## src/rtl/fetch_sequencer.sv

```systemverilog
// fetch_sequencer: program-memory fetch sequencer for the AVR core.
// Fetches one instruction at a time with no prefetch. It assembles the
// two-word forms (jmp/call/lds/sts) into one issue, drops skipped
// instructions, and redirects on taken branches. A read that is still
// outstanding when a branch arrives is drained before the new fetch.
// Optional macro FETCH_SEQ_STATS_EN adds the stat_issued and stat_skipped
// counters and their ports.
module fetch_sequencer #(
   parameter int                     PC_WIDTH     = 16,
   parameter logic [PC_WIDTH-1:0]    RESET_VECTOR = '0
) (
   input  logic                 clk,
   input  logic                 rst_n,
   output logic [PC_WIDTH-1:0]  pmem_addr,
   output logic                 pmem_rd,
   input  logic [15:0]          pmem_data,
   input  logic                 pmem_valid,
   output logic [15:0]          instr_word,
   output logic [15:0]          instr_operand,
   output logic [PC_WIDTH-1:0]  instr_pc,
   output logic                 instr_valid,
   input  logic                 exec_ready,
   input  logic                 skip_req,
   input  logic                 branch_taken,
   input  logic [PC_WIDTH-1:0]  branch_target
`ifdef FETCH_SEQ_STATS_EN
   ,
   output logic [31:0]          stat_issued,
   output logic [15:0]          stat_skipped
`endif
);

   typedef enum logic [2:0] {
      S_FETCH1, S_WAIT1, S_FETCH2, S_WAIT2, S_ISSUE, S_FLUSH
   } state_t;

   state_t               r_state, w_next_state;
   logic [PC_WIDTH-1:0]  r_pc;
   logic [PC_WIDTH-1:0]  r_ipc;
   logic [15:0]          r_word;
   logic [15:0]          r_operand;
   logic                 r_two;
   logic                 r_skip_pending;

   logic                 w_two;
   logic                 w_accept;
   logic                 w_skip_now;
   logic                 w_outstanding;
   logic [PC_WIDTH-1:0]  w_pc_plus1;
   logic [PC_WIDTH-1:0]  w_pc_plus2;
   logic [PC_WIDTH-1:0]  w_pc_next_len;

   // An opcode needs a second word for jmp/call (1001010 ... 11x) and for lds/sts (100100x ... 0000).
   function automatic logic is_two_word(input logic [15:0] w);
      return ((w[15:9] == 7'b1001010) && (w[3:2] == 2'b11)) ||
             (((w[15:9] == 7'b1001000) || (w[15:9] == 7'b1001001)) && (w[3:0] == 4'b0000));
   endfunction

   assign w_two         = is_two_word(pmem_data);
   assign w_accept      = (r_state == S_ISSUE) && exec_ready;
   assign w_skip_now    = r_skip_pending || skip_req;
   assign w_outstanding = ((r_state == S_WAIT1) || (r_state == S_WAIT2) || (r_state == S_FLUSH))
                          && !pmem_valid;
   assign w_pc_plus1    = r_pc + PC_WIDTH'(1);
   assign w_pc_plus2    = r_pc + PC_WIDTH'(2);
   assign w_pc_next_len = r_two ? w_pc_plus2 : w_pc_plus1;

   // State register.
   always_ff @(posedge clk or negedge rst_n) begin
      if (!rst_n) r_state <= S_FETCH1;
      else        r_state <= w_next_state;
   end

   // Next-state logic; a branch overrides everything else and drains any outstanding read.
   always_comb begin
      // NOTE: default first so that every path assigns it and no latch is inferred.
      w_next_state = r_state;
      if (branch_taken) begin
         w_next_state = w_outstanding ? S_FLUSH : S_FETCH1;
      end else begin
         case (r_state)
            S_FETCH1: w_next_state = S_WAIT1;
            S_WAIT1:  if (pmem_valid) w_next_state = w_skip_now ? S_FETCH1 :
                                                     (w_two ? S_FETCH2 : S_ISSUE);
            S_FETCH2: w_next_state = S_WAIT2;
            S_WAIT2:  if (pmem_valid) w_next_state = w_skip_now ? S_FETCH1 : S_ISSUE;
            S_ISSUE:  if (exec_ready || skip_req) w_next_state = S_FETCH1;
            S_FLUSH:  if (pmem_valid) w_next_state = S_FETCH1;
            default:  w_next_state = S_FETCH1;
         endcase
      end
   end

   // Output decode. The read strobe is gated by rst_n so that it stays low while reset is held.
   always_comb begin
      pmem_rd     = 1'b0;
      pmem_addr   = '0;
      instr_valid = (r_state == S_ISSUE);
      if (rst_n && (r_state == S_FETCH1)) begin
         pmem_rd   = 1'b1;
         pmem_addr = r_pc;
      end else if (rst_n && (r_state == S_FETCH2)) begin
         pmem_rd   = 1'b1;
         pmem_addr = w_pc_plus1;
      end
   end

   assign instr_word    = r_word;
   assign instr_operand = r_operand;
   assign instr_pc      = r_ipc;

   // Datapath: PC, latched instruction words, and the pending-skip flag.
   always_ff @(posedge clk or negedge rst_n) begin
      if (!rst_n) begin
         r_pc           <= RESET_VECTOR;
         r_ipc          <= '0;
         r_word         <= '0;
         r_operand      <= '0;
         r_two          <= 1'b0;
         r_skip_pending <= 1'b0;
      end else if (branch_taken) begin
         // NOTE: non-blocking assignments keep every register update in step with the same edge.
         r_pc           <= branch_target;
         r_skip_pending <= 1'b0;
      end else begin
         case (r_state)
            S_WAIT1: begin
               if (pmem_valid && w_skip_now) begin
                  r_skip_pending <= 1'b0;
                  r_pc           <= w_two ? w_pc_plus2 : w_pc_plus1;
               end else if (pmem_valid) begin
                  r_word    <= pmem_data;
                  r_ipc     <= r_pc;
                  r_two     <= w_two;
                  r_operand <= '0;
               end else if (skip_req) begin
                  r_skip_pending <= 1'b1;
               end
            end
            S_WAIT2: begin
               if (pmem_valid && w_skip_now) begin
                  r_skip_pending <= 1'b0;
                  r_pc           <= w_pc_plus2;
               end else if (pmem_valid) begin
                  r_operand <= pmem_data;
               end else if (skip_req) begin
                  r_skip_pending <= 1'b1;
               end
            end
            S_ISSUE: begin
               // An accepted instruction passes the skip on to the next one; an unaccepted one is withdrawn.
               if (exec_ready) begin
                  r_pc <= w_pc_next_len;
                  if (skip_req) r_skip_pending <= 1'b1;
               end else if (skip_req) begin
                  r_pc <= w_pc_next_len;
               end
            end
            default: begin
               if (skip_req) r_skip_pending <= 1'b1;
            end
         endcase
      end
   end

`ifdef FETCH_SEQ_STATS_EN
   logic [31:0] r_stat_issued;
   logic [15:0] r_stat_skipped;
   logic        w_skip_event;

   assign w_skip_event = !branch_taken &&
                         ((((r_state == S_WAIT1) || (r_state == S_WAIT2)) && pmem_valid && w_skip_now) ||
                          ((r_state == S_ISSUE) && !exec_ready && skip_req));

   // Saturating counters of accepted and discarded instructions.
   always_ff @(posedge clk or negedge rst_n) begin
      if (!rst_n) begin
         r_stat_issued  <= '0;
         r_stat_skipped <= '0;
      end else begin
         if (!branch_taken && w_accept && (r_stat_issued != '1))
            r_stat_issued <= r_stat_issued + 32'd1;
         if (w_skip_event && (r_stat_skipped != '1))
            r_stat_skipped <= r_stat_skipped + 16'd1;
      end
   end

   assign stat_issued  = r_stat_issued;
   assign stat_skipped = r_stat_skipped;
`endif

endmodule

```

## config.mk

```make
export PLATFORM = sky130hd
export DESIGN_NAME = fetch_sequencer
export DESIGN_NICKNAME = d
export VERILOG_FILES = /design/src/rtl/fetch_sequencer.sv
export SDC_FILE = /design/constraint.sdc
export NUM_CORES = 1
export LEC_CHECK = 0
export ABC_AREA = 1
export CORE_MARGIN = 1.5
export CORE_UTILIZATION = 35
export CTS_CLUSTER_SIZE = 30
export DETAILED_ROUTE_END_ITERATION = 10
export PLACE_DENSITY_LB_ADDON = 0.08
export SLEW_MARGIN = 20
export SYNTH_ARGS = -nofsm -noshare
export SYNTH_HDL_FRONTEND = slang
export SYNTH_SLANG_ARGS = --single-unit
```

## constraint.sdc

```tcl
create_clock -name clk -period 4.08 [get_ports clk]
set_input_delay 0.816 -clock clk [delete_from_list [all_inputs] [get_ports clk]]
set_output_delay 0.816 -clock clk [all_outputs]
set_load 0.005 [all_outputs]
```

# After elaboration in Yosys (flattened, before gate mapping)
# Index checks and enable logic that the tools add are counted.
# classes
eq_ne	22
add_sub_neg	2
n_reduce_logical	23
n_mux	33
bitwise_logic	2
# op_table
cell	count
$mux 16	13
$pmux 16 s3	1
$pmux 16 s2	1
$mux 3	9
$eq 7x7->1 const B	3
$pmux 3 s6	1
$add 16x1->16 const B	1
$add 16x2->16 const B	1
$reduce_and 4->1	3
$ne 3x3->1 const B	3
$ne 2x2->1 const B	4
$mux 1	7
$eq 3x2->1 const B	2
$eq 3x3->1 const B	2
$logic_and 1x1->1	6
$logic_or 1x1->1	6
$ne 3x1->1 const B	2
$ne 3x2->1 const B	2
$reduce_and 6->1	1
$logic_not 4->1	1
$ne 4x1->1 const B	1
$ne 4x2->1 const B	1
$reduce_bool 4->1	1
$eq 3x1->1 const B	1
8 further kinds	9
# totals
output_inout_bits	66
ff_bits	69

# Longest topological paths before layout
# Gate-level depths: netlist (run 1).
# depth
depth_word	9
mapped_depth	11
ltp_nobuf	11

# Worst setup path after synthesis (run 1)
# No wires, ideal clock.
# synth_path
kind	input -> output
from	input port rst_n
to	output port pmem_addr[10]
stages	7
arrival_ns	1.668
t_required_ns	3.264
path_slack_ns	1.596
cell_sequence	inv_1 > nor2_1 > nand2_1 > inv_1 > clkbuf_1 > nand2_1 > o21ai_0
# synth_via
elab_chain_len	3
# synth_rtl
element	line_no	text
start, declared	13	input logic rst_n,
$logic_and 1x1->1	102	end else if (rst_n && (r_state == S_FETCH2)) begin
$mux 16	102	
$mux 16 *	99	if (rst_n && (r_state == S_FETCH1)) begin
end, declared	14	output logic [PC_WIDTH-1:0] pmem_addr,
# Mark *: on every way between the ends. The rest lies on a longest branch, timed or not.

# Worst setup path after layout (run 1)
# layout_path
from	input port rst_n
to	output port pmem_addr[12]
# The elaborated chain is that of the path after synthesis.

==> results.json, run 1 <==
{
  "yosys_most_used_dff": "sky130_fd_sc_hd__dfrtp_1",
  "total_leakage_power_nw": 2.55,
  "tritoncts.num_buffers": 9,
  "layout_setup_ws_ns": 0.669,
  "ir_worst_vdd_mv": 0.260,
  "gp_congestion": 0.917,
  "drt_drc_violations_left": 0,
  "yosys.area_share.simple_pct": 37.1,
  "timing.critical_path.max_delay_family": "buffers and inverters",
  "min-delay-path-class": "register to register",
  "cpMaxStageDelayCell": "sky130_fd_sc_hd__clkdlybuf4s50_1",
  "path_class": "input port to output port",
  "synth_enable_flop_cells": 0,
  "measured_slew_at_the_worst_slew_check_pin_ns": 0.996,
  "synth.net_count": 615,
  "timing.critical_path.to_type": "output port",
  "critPathRequiredTime_ns": 3.26,
  "slew-limit-headroom_pct": 33.5,
  "drt-initial-drc-count": 227,
  "proportion_of_layout_cells_with_a_drive_suffix_above_1_pct": 5.79,
  "cp.buffers_inverters": 4,
  "synth_mux_area_share_pct": 0,
  "clkLatencyLatePin_ns": 0.33,
  "global_route.overflow_total": 0,
  "via_count_of_the_first_global_routing_pass": 3857,
  "route.detailed.vias_per_inst": 4.91,
  "critical_path.startpoint": "rst_n",
  "antenna_violations_before_repair": 0,
  "finalWirelength_um": 12000,
  "worstSetupEndpoint": "pmem_addr[12]",
  "outcome": "finished, final reports clean",
  "post-synth-top-count-cell": "sky130_fd_sc_hd__nand2_1",
  "synthArstFlopShare_pct": 100,
  "die-width_um": 111,
  "critical_path.max_fanout": 14,
  "holdWs_ns": 0.473,
  "r2r_cells": 9,
  "dieArea_um2": 12300,
  "fp.coreArea_um2": 11400,
  "groute.usage.overall_pct": 20.3,
  "cell_at_the_root_of_the_clock_tree": "sky130_fd_sc_hd__clkbuf_16",
  "grt_setup_unrepaired": "no",
  "cts_post_setup_buffers_inserted": 0,
  "floorplan.die.height_um": 111,
  "preCtsSetupSlack_ns": 0.693,
  "antennaDiodeCount": 0,
  "setup_viol_count_final": 0,
  "dp_hpwl_um": 8430,
  "synthesized_instance_count": 575,
  "cap_viol_max_count": 0,
  "path_clk_slew_ns": 0.06,
  "synth_top_family_by_area": "simple AND/OR/NAND/NOR gates",
  "antenna_left": 0,
  "synthAdderAreaFrac_pct": 0.615,
  "n_fill_cell": 1189,
  "syn_avg_cell_area_um2": 7.07,
  "pin_count": 104,
  "num-nets-final": 709,
  "final_max_slew_viol_count": 0,
  "synth-compound-area-share_pct": 8.40,
  "netlist-cell-type-count": 31,
  "rr_endpoint": "r_pc[9]$_DFFE_PN0P_",
  "min_period_over_period_pct": 83.6,
  "worst_clock_skew_ns": 0.00884,
  "area.growth.synth_to_final_pct": 33.8,
  "critPathArrivalTime_ns": 2.60,
  "synthXorXnorAreaFrac_pct": 3.01,
  "synth_area_um2": 4070,
  "clock_sinks": 69,
  "io_buffer_count": 103,
  "cts-htree-levels": 3,
  "ys_warns": 0,
  "deepest_clock_path_buffer_count": 2,
  "synthTopCellsByCount": "sky130_fd_sc_hd__nand2_1 (209), sky130_fd_sc_hd__dfrtp_1 (69), sky130_fd_sc_hd__nand3_1 (61)",
  "grt_pass1_wl_um": 19800,
  "cts_resized": 0,
  "grt_start_max_net_pins": 70,
  "fin_tns_setup_ns": 0,
  "r2r_slack_ns": 1.74,
  "postCtsHoldBufs": 0,
  "max_freq_mhz": 293,
  "yosysSeqAreaShare_pct": 42.4,
  "r2r_start": "r_state[1]$_DFFE_PN0P_",
  "synth.top_cells.by_area": "sky130_fd_sc_hd__dfrtp_1 (42%), sky130_fd_sc_hd__nand2_1 (19%), sky130_fd_sc_hd__nand3_1 (7.5%), sky130_fd_sc_hd__o21ai_0 (7.1%), sky130_fd_sc_hd__nor2_1 (5.4%)",
  "period_needed_ns": 3.41,
  "placed_area_um2": 5150,
  "post-route-cell-area_um2": 5440,
  "drt_pre_antenna_iters": 5,
  "synth_area_leader_cell": "sky130_fd_sc_hd__dfrtp_1",
  "synth.ff_latch_count": 69,
  "starting_density_of_the_core_pct": 35.8,
  "tritoncts_clock_tree": "yes",
  "crit_chain": "buf_2 -> inv_1 -> nor2_1 -> nand2_1 -> inv_1 -> nand2_1 -> o21ai_0 -> clkdlybuf4s50_1",
  "routed_wire_length_per_instance_um": 14.7,
  "synth_top_area_share_pct": 42.4,
  "num_vias": 4009,
  "timing_hold_violations_final": 0,
  "cp_num_cells": 8,
  "critical_path.startpoint_type": "input port",
  "slowest_delay_ns": 0.53,
  "power_per_cell_area_nw_per_um2": 592,
  "placement_rows": 39
}
## cells in the final DEF, fill, tap and decap left out, types with 2 or more instances in the layout
| cell type | n |
|---|---|
| sky130_fd_sc_hd__inv_1 | 42 |
| sky130_fd_sc_hd__nand2_2 | 9 |
| sky130_fd_sc_hd__nor2_1 | 58 |
| sky130_fd_sc_hd__nand4_1 | 6 |
| sky130_fd_sc_hd__nand3_1 | 61 |
| sky130_fd_sc_hd__xor2_1 | 13 |
| sky130_fd_sc_hd__buf_4 | 7 |
| sky130_fd_sc_hd__o21ai_0 | 58 |
| sky130_fd_sc_hd__clkbuf_16 | 9 |
| sky130_fd_sc_hd__a21oi_1 | 2 |
| sky130_fd_sc_hd__o22ai_1 | 3 |
| sky130_fd_sc_hd__nand3_2 | 2 |
| sky130_fd_sc_hd__ha_1 | 2 |
| sky130_fd_sc_hd__nand2_1 | 209 |
| sky130_fd_sc_hd__nor3_4 | 2 |
| sky130_fd_sc_hd__clkdlybuf4s50_1 | 102 |
| sky130_fd_sc_hd__dfrtp_1 | 69 |
| sky130_fd_sc_hd__inv_2 | 2 |
| sky130_fd_sc_hd__clkbuf_1 | 2 |
## worst min-delay path by stage
stage / from / cells after the start / endpoint / slack, ns
finish: instr_word[7]$_DFFE_PN0P_ / 2 / instr_word[7]$_DFFE_PN0P_ / 0.47
global route: instr_word[7]$_DFFE_PN0P_ / 2 / instr_word[7]$_DFFE_PN0P_ / 0.51
CTS: instr_word[10]$_DFFE_PN0P_ / 2 / instr_word[10]$_DFFE_PN0P_ / 0.48
detailed placement: instr_word[10]$_DFFE_PN0P_ / 2 / instr_word[10]$_DFFE_PN0P_ / 0.46
global placement: instr_word[10]$_DFFE_PN0P_ / 2 / instr_word[10]$_DFFE_PN0P_ / 0.46
floorplan: r_skip_pending$_DFFE_PN0P_ / 2 / r_skip_pending$_DFFE_PN0P_ / 0.45
## tightest hold or removal path: cells and delay by family, from the launching register on
| kind | cells | cell delay [ns] |
|---|---|---|
| flops | 1 | 0.34 |
| simple gates | 2 | 0.10 |
## per-stage QoR
stage          total power [mW]  utilization, %  instances
2_1_floorplan              1.81               -        575
3_3_place_gp               2.44            45.3        801
3_5_place_dp               2.45            45.3        801
4_1_cts                    3.25            47.9        817
5_1_grt                    3.47            47.9        817
6_report                   3.22            47.9        817
## metal layers
layer	GRT usage [%]	wire, um
met5	0	0
met4	5.04	110
met3	4.05	632
met2	32.3	5570
met1	28.2	5670
## registers in the layout (all words and copies together) (netlist names)
register,count
instr_word,16
instr_operand,16
r_two,1
r_pc,16
instr_pc,16
r_skip_pending,1
r_state,3
## layout make-up
| type | count | area, um2 | share of cell area, % |
|---|---|---|---|
| Multi-Input combinational cell | 435 | 2000 | 36.7 |
| Sequential cell | 69 | 1730 | 31.7 |
| Timing Repair Buffer | 110 | 1080 | 19.8 |
| Clock buffer | 11 | 233 | 4.28 |
| Tap cell | 143 | 179 | 3.29 |
| Inverter | 44 | 165 | 3.04 |
| Clock inverter | 5 | 60.1 | 1.10 |
## power by group
group          internal [mW]  switching [mW]  leakage [nW]
Combinational          0.621           0.687          1.52
Sequential             0.915           0.209         0.884
Clock                  0.476           0.311         0.140
## cell families after synthesis
| family | after synthesis |
|---|---|
| AOI/OAI and AO/OA | 66 |
| xor gates and xnor gates | 14 |
| adders and majority gates | 2 |
| and+or+nand+nor | 353 |
| buffers and inverters | 71 |
| DFF | 69 |
No activity file was read; power rests on OpenSTA's default activity.
==> inputs of run 2 (changes only) <==
==> constraint.sdc (replaced) <==
create_clock -name clk -period 3.2 [get_ports clk]
set_input_delay 0.64 -clock clk [delete_from_list [all_inputs] [get_ports clk]]
set_output_delay 0.64 -clock clk [all_outputs]
set_load 0.005 [all_outputs]
==> results.json, run 2 (synthesis results as in run 1) <==
{
  "outcome": "finished, final reports clean",
  "preCtsSetupSlack_ns": 0.118,
  "die-width_um": 111,
  "min-delay-path-class": "register to register",
  "grt_start_max_net_pins": 70,
  "dieArea_um2": 12300,
  "power_per_cell_area_nw_per_um2": 763,
  "starting_density_of_the_core_pct": 35.8,
  "placement_rows": 39,
  "cts_post_setup_buffers_inserted": 0,
  "antenna_violations_before_repair": 0,
  "path_clk_slew_ns": 0.06,
  "io_buffer_count": 103,
  "drt_drc_violations_left": 0,
  "global_route.overflow_total": 0,
  "finalWirelength_um": 12000,
  "period_needed_ns": 3.03,
  "min_period_over_period_pct": 94.6,
  "clock_sinks": 69,
  "max_freq_mhz": 330,
  "gp_congestion": 0.944,
  "total_leakage_power_nw": 2.56,
  "route.detailed.vias_per_inst": 4.97,
  "layout_commonest_cell": "sky130_fd_sc_hd__nand2_1",
  "drt-initial-drc-count": 221,
  "commonest_non_fill_non_tap_cells_in_the_layout": "sky130_fd_sc_hd__nand2_1 (208), sky130_fd_sc_hd__clkdlybuf4s50_1 (102), sky130_fd_sc_hd__dfrtp_1 (69)",
  "cts-htree-levels": 3,
  "cell_at_the_root_of_the_clock_tree": "sky130_fd_sc_hd__clkbuf_16",
  "cap_viol_max_count": 0,
  "critPathRequiredTime_ns": 2.56,
  "num_vias": 4069,
  "drt_pre_antenna_iters": 5,
  "dp_hpwl_um": 8510,
  "grt_pass1_wl_um": 20000,
  "ir_worst_vdd_mv": 0.318,
  "final_max_slew_viol_count": 0,
  "timing_hold_violations_final": 0,
  "r2r_slack_ns": 1.10,
  "slowest_delay_ns": 0.52,
  "critical_path.max_fanout": 6,
  "clkLatencyLatePin_ns": 0.33,
  "crit_chain": "ha_1 -> nand3_1 -> nor2_4 -> xor2_1 -> nand2_1 -> o21ai_0 -> clkdlybuf4s50_1",
  "area.growth.synth_to_final_pct": 35.4,
  "deepest_clock_path_buffer_count": 2,
  "cpMaxStageDelayCell": "sky130_fd_sc_hd__clkdlybuf4s50_1",
  "proportion_of_layout_cells_with_a_drive_suffix_above_1_pct": 6.95,
  "antennaDiodeCount": 0,
  "via_count_of_the_first_global_routing_pass": 3993,
  "path_class": "register to output port",
  "critical_path.startpoint_type": "register",
  "tritoncts.num_buffers": 9,
  "measured_slew_at_the_worst_slew_check_pin_ns": 0.896,
  "antenna_left": 0,
  "routed_wire_length_per_instance_um": 14.7,
  "fp.coreArea_um2": 11400,
  "pin_count": 104,
  "post-route-util_pct": 48.4,
  "layout_setup_ws_ns": 0.172,
  "setup_viol_count_final": 0,
  "tritoncts_clock_tree": "yes",
  "slew-limit-headroom_pct": 40.3,
  "worst_clock_skew_ns": 0.00730,
  "postCtsHoldBufs": 0,
  "num-nets-final": 711,
  "critPathArrivalTime_ns": 2.39,
  "timing.critical_path.to_type": "output port",
  "cts_resized": 2,
  "groute.usage.overall_pct": 20.3,
  "floorplan.die.height_um": 111
}
-- run 2: area by class of cell --
class	count	area (um2)
Sequential cell	69	1730
Clock inverter	5	85.1
Fill cell	1185	5860
Inverter	44	169
Tap cell	143	179
Multi-Input combinational cell	435	2020
Timing Repair Buffer	112	1090
Clock buffer	11	233
-- run 2: layer usage --
layer / vias to the layer above / track usage (%) / wire length (um)
met1: 1906 / 27.9 / 5600
met4: 0 / 6.67 / 172
met2: 123 / 32.0 / 5620
li1: 2024 / - / -
met5: - / 0 / 0
met3: 16 / 4.43 / 621
-- run 2: power breakdown --
group	total, mW	switching [mW]	internal (mW)
registers	1.44	0.269	1.17
clock network	1.08	0.390	0.686
logic	1.69	0.892	0.799
total	4.20	1.55	2.65
-- run 2: through the flow --
stage | hold slack, ns | cell area (um2) | TNS [ns] | std cells | total power [mW]
global placement | 0.457 | 5160 | 0 | 803 | 3.11
finish | 0.473 | 5510 | 0 | 819 | 4.20
CTS | 0.477 | 5490 | 0 | 819 | 4.24
detailed placement | 0.462 | 5160 | 0 | 803 | 3.14
floorplan | 0.344 | 4070 | 0 | 575 | 2.31
global route | 0.505 | 5510 | -0.00858 | 819 | 4.51
-- run 2: worst max-delay path, delay by kind of cell, from the launching register on --
kind / cells / cell delay [ns]
buffers and inverters: 1 / 0.52
AND/OR/NAND/NOR: 3 / 0.49
flip-flops: 1 / 0.46
XOR/XNOR: 1 / 0.29
adder cells (fa/ha/maj): 1 / 0.23
AO/OA/AOI/OAI: 1 / 0.08
-- run 2: path summary, 6_finish.rpt --
| check | start | end | depth (start not counted) |
|---|---|---|---|
| min in group asynchronous | rst_n | instr_operand[9]$_DFFE_PN0P_ | 2 |
| hold / removal | instr_word[3]$_DFFE_PN0P_ | instr_word[3]$_DFFE_PN0P_ | 2 |
| setup reg to reg | r_state[1]$_DFFE_PN0P_ | r_pc[5]$_DFFE_PN0P_ | 8 |
| hold reg to reg | instr_word[3]$_DFFE_PN0P_ | instr_word[3]$_DFFE_PN0P_ | 2 |
| max in group asynchronous | rst_n | r_pc[4]$_DFFE_PN0P_ | 2 |
| setup / recovery | r_pc[0]$_DFFE_PN0P_ | pmem_addr[6] | 7 |
==> inputs of run 3 (changes only) <==
--- a/config.mk
+++ b/config.mk
@@ -7,7 +7,7 @@
 export LEC_CHECK = 0
 export ABC_AREA = 1
 export CORE_MARGIN = 1.5
-export CORE_UTILIZATION = 35
+export CORE_UTILIZATION = 50
 export CTS_CLUSTER_SIZE = 30
 export DETAILED_ROUTE_END_ITERATION = 10
 export PLACE_DENSITY_LB_ADDON = 0.08
==> results.json, run 3 (synthesis results as in run 1) <==
{
  "outcome": "finished, final reports clean",
  "critical_path.max_fanout": 5,
  "floorplan.die.height_um": 93.2,
  "cell_at_the_root_of_the_clock_tree": "sky130_fd_sc_hd__clkbuf_8",
  "holdWs_ns": 0.483,
  "slew-limit-headroom_pct": 41.6,
  "dieArea_um2": 8690,
  "dp_hpwl_um": 7720,
  "area_occupied_by_multi_input_gates_um2": 2020,
  "hold-path-cell-count": 2,
  "timing_hold_violations_final": 0,
  "grt_pass1_wl_um": 18200,
  "proportion_of_layout_cells_with_a_drive_suffix_above_1_pct": 7.39,
  "seqCellArea_um2": 1730,
  "antenna_left": 0,
  "min_delay_worst_endpoint": "instr_word[6]$_DFFE_PN0P_",
  "min_period_over_period_pct": 94.3,
  "cts-htree-levels": 3,
  "commonest_non_fill_non_tap_cells_in_the_layout": "sky130_fd_sc_hd__nand2_1 (208), sky130_fd_sc_hd__clkdlybuf4s50_1 (102), sky130_fd_sc_hd__dfrtp_1 (68)",
  "cap_viol_max_count": 0,
  "total_leakage_power_nw": 2.52,
  "critPathRequiredTime_ns": 2.56,
  "via_count_of_the_first_global_routing_pass": 3735,
  "route.detailed.vias_per_inst": 5.24,
  "path_clk_slew_ns": 0.08,
  "timing.critical_path.to_type": "output port",
  "ir_worst_vdd_mv": 0.386,
  "layout_commonest_cell": "sky130_fd_sc_hd__nand2_1",
  "grt_start_max_net_pins": 70,
  "postCtsHoldBufs": 0,
  "finalWirelength_um": 11000,
  "groute.usage.overall_pct": 26.7,
  "tritoncts.num_buffers": 9,
  "final_max_slew_viol_count": 0,
  "crit_chain": "ha_1 -> nand3_1 -> nor2_4 -> nand2_1 -> xor2_2 -> nand2_1 -> o21ai_0 -> clkdlybuf4s50_1",
  "grt_setup_unrepaired": "no",
  "area.growth.synth_to_final_pct": 31.7,
  "starting_density_of_the_core_pct": 52.1,
  "routed_wire_length_per_instance_um": 14.1,
  "rr_endpoint": "r_pc[5]$_DFFE_PN0P_",
  "pin_count": 104,
  "fin_tns_setup_ns": 0,
  "num-nets-final": 712,
  "power_per_cell_area_nw_per_um2": 721,
  "drt-initial-drc-count": 289,
  "period_needed_ns": 3.02,
  "n_fill_cell": 688,
  "drt_drc_violations_left": 0,
  "min-delay-path-class": "register to register",
  "drt_pre_antenna_iters": 5,
  "antenna_violations_before_repair": 0,
  "gp_congestion": 0.857,
  "placement_rows": 32,
  "path_common_cell": "sky130_fd_sc_hd__nand2_1",
  "num_vias": 4085,
  "deepest_clock_path_buffer_count": 2,
  "holdCritStartpoint": "instr_word[6]$_DFFE_PN0P_",
  "measured_slew_at_the_worst_slew_check_pin_ns": 0.876,
  "r2r_cells": 8,
  "die-width_um": 93.2,
  "max_freq_mhz": 331,
  "r2r_start": "r_state[1]$_DFFE_PN0P_",
  "tritoncts_clock_tree": "yes",
  "global_route.overflow_total": 0,
  "setup_viol_count_final": 0,
  "io_buffer_count": 103,
  "r2r_slack_ns": 1.09,
  "slowest_delay_ns": 0.53,
  "clkLatencyLatePin_ns": 0.35,
  "worst_clock_skew_ns": 0.00838,
  "fp.coreArea_um2": 7810,
  "cpMaxStageDelayCell": "sky130_fd_sc_hd__clkdlybuf4s50_1",
  "critPathArrivalTime_ns": 2.38,
  "clock_sinks": 69,
  "critical_path.startpoint_type": "register",
  "path_class": "register to output port",
  "antennaDiodeCount": 0
}
## run 3: critical path, delay by kind of cell, from the launching register on
family          cells  cell delay [ns]
fa+ha+maj           1             0.21
simple gates        4             0.56
flops               1             0.44
buf+inv             1             0.53
xor+xnor            1             0.19
compound gates      1             0.09
## run 3: power breakdown
part / internal (mW) / total [mW] / leakage [nW] / switching, mW
Combinational: 0.799 / 1.67 / 1.53 / 0.875
Sequential: 1.16 / 1.43 / 0.883 / 0.262
Clock: 0.380 / 0.764 / 0.106 / 0.384
Total: 2.34 / 3.86 / 2.52 / 1.52
## run 3: through the flow
stage | instances | setup WS (ns) | util [%] | area [um2] | total power, mW
2_1_floorplan | 575 | 1.07 | - | 4070 | 2.31
3_3_place_gp | 763 | 0.315 | 65.6 | 5120 | 3.06
3_5_place_dp | 763 | 0.193 | 65.6 | 5120 | 3.09
4_1_cts | 779 | 0.0420 | 68.3 | 5340 | 3.87
5_1_grt | 779 | 0.0221 | 68.6 | 5360 | 4.18
6_report | 779 | 0.183 | 68.6 | 5360 | 3.86
## run 3: routing by layer
| metal | track usage (%) | up-vias | wire, um | share of wire [%] |
|---|---|---|---|---|
| met3 | 3.98 | 14 | 669 | 6.1 |
| met2 | 42.3 | 160 | 5080 | 46 |
| li1 | - | 2021 | - | - |
| met4 | 9.34 | 0 | 158 | 1.4 |
| met5 | 0 | - | 0 | 0 |
| met1 | 37.2 | 1890 | 5090 | 46 |
## run 3: worst max path at each step
stage / start / to / depth (start not counted) / slack, ns
6_report: r_pc[1]$_DFFE_PN0P_ / pmem_addr[10] / 8 / 0.18
5_1_grt: r_pc[1]$_DFFE_PN0P_ / pmem_addr[10] / 8 / 0.02
4_1_cts: r_pc[1]$_DFFE_PN0P_ / pmem_addr[10] / 8 / 0.04
3_5_place_dp: rst_n / pmem_addr[14] / 7 / 0.19
3_3_place_gp: rst_n / pmem_addr[2] / 7 / 0.32
2_1_floorplan: rst_n / pmem_addr[10] / 7 / 1.07
## run 3: cell type report
type	count	share of cell area, %
clock buffers	9	2.31
flip-flops and latches	69	32.3
clock inverters	7	1.66
inverters	44	3.15
multi-input cells	435	37.7
well taps	102	2.38
repair buffers	113	20.6
## run 3: what timing repair did
action / CTS / global route
resized for setup: 1 / 6
setup endpoints to repair: 1 / 14
buffers inserted: 0 / 0
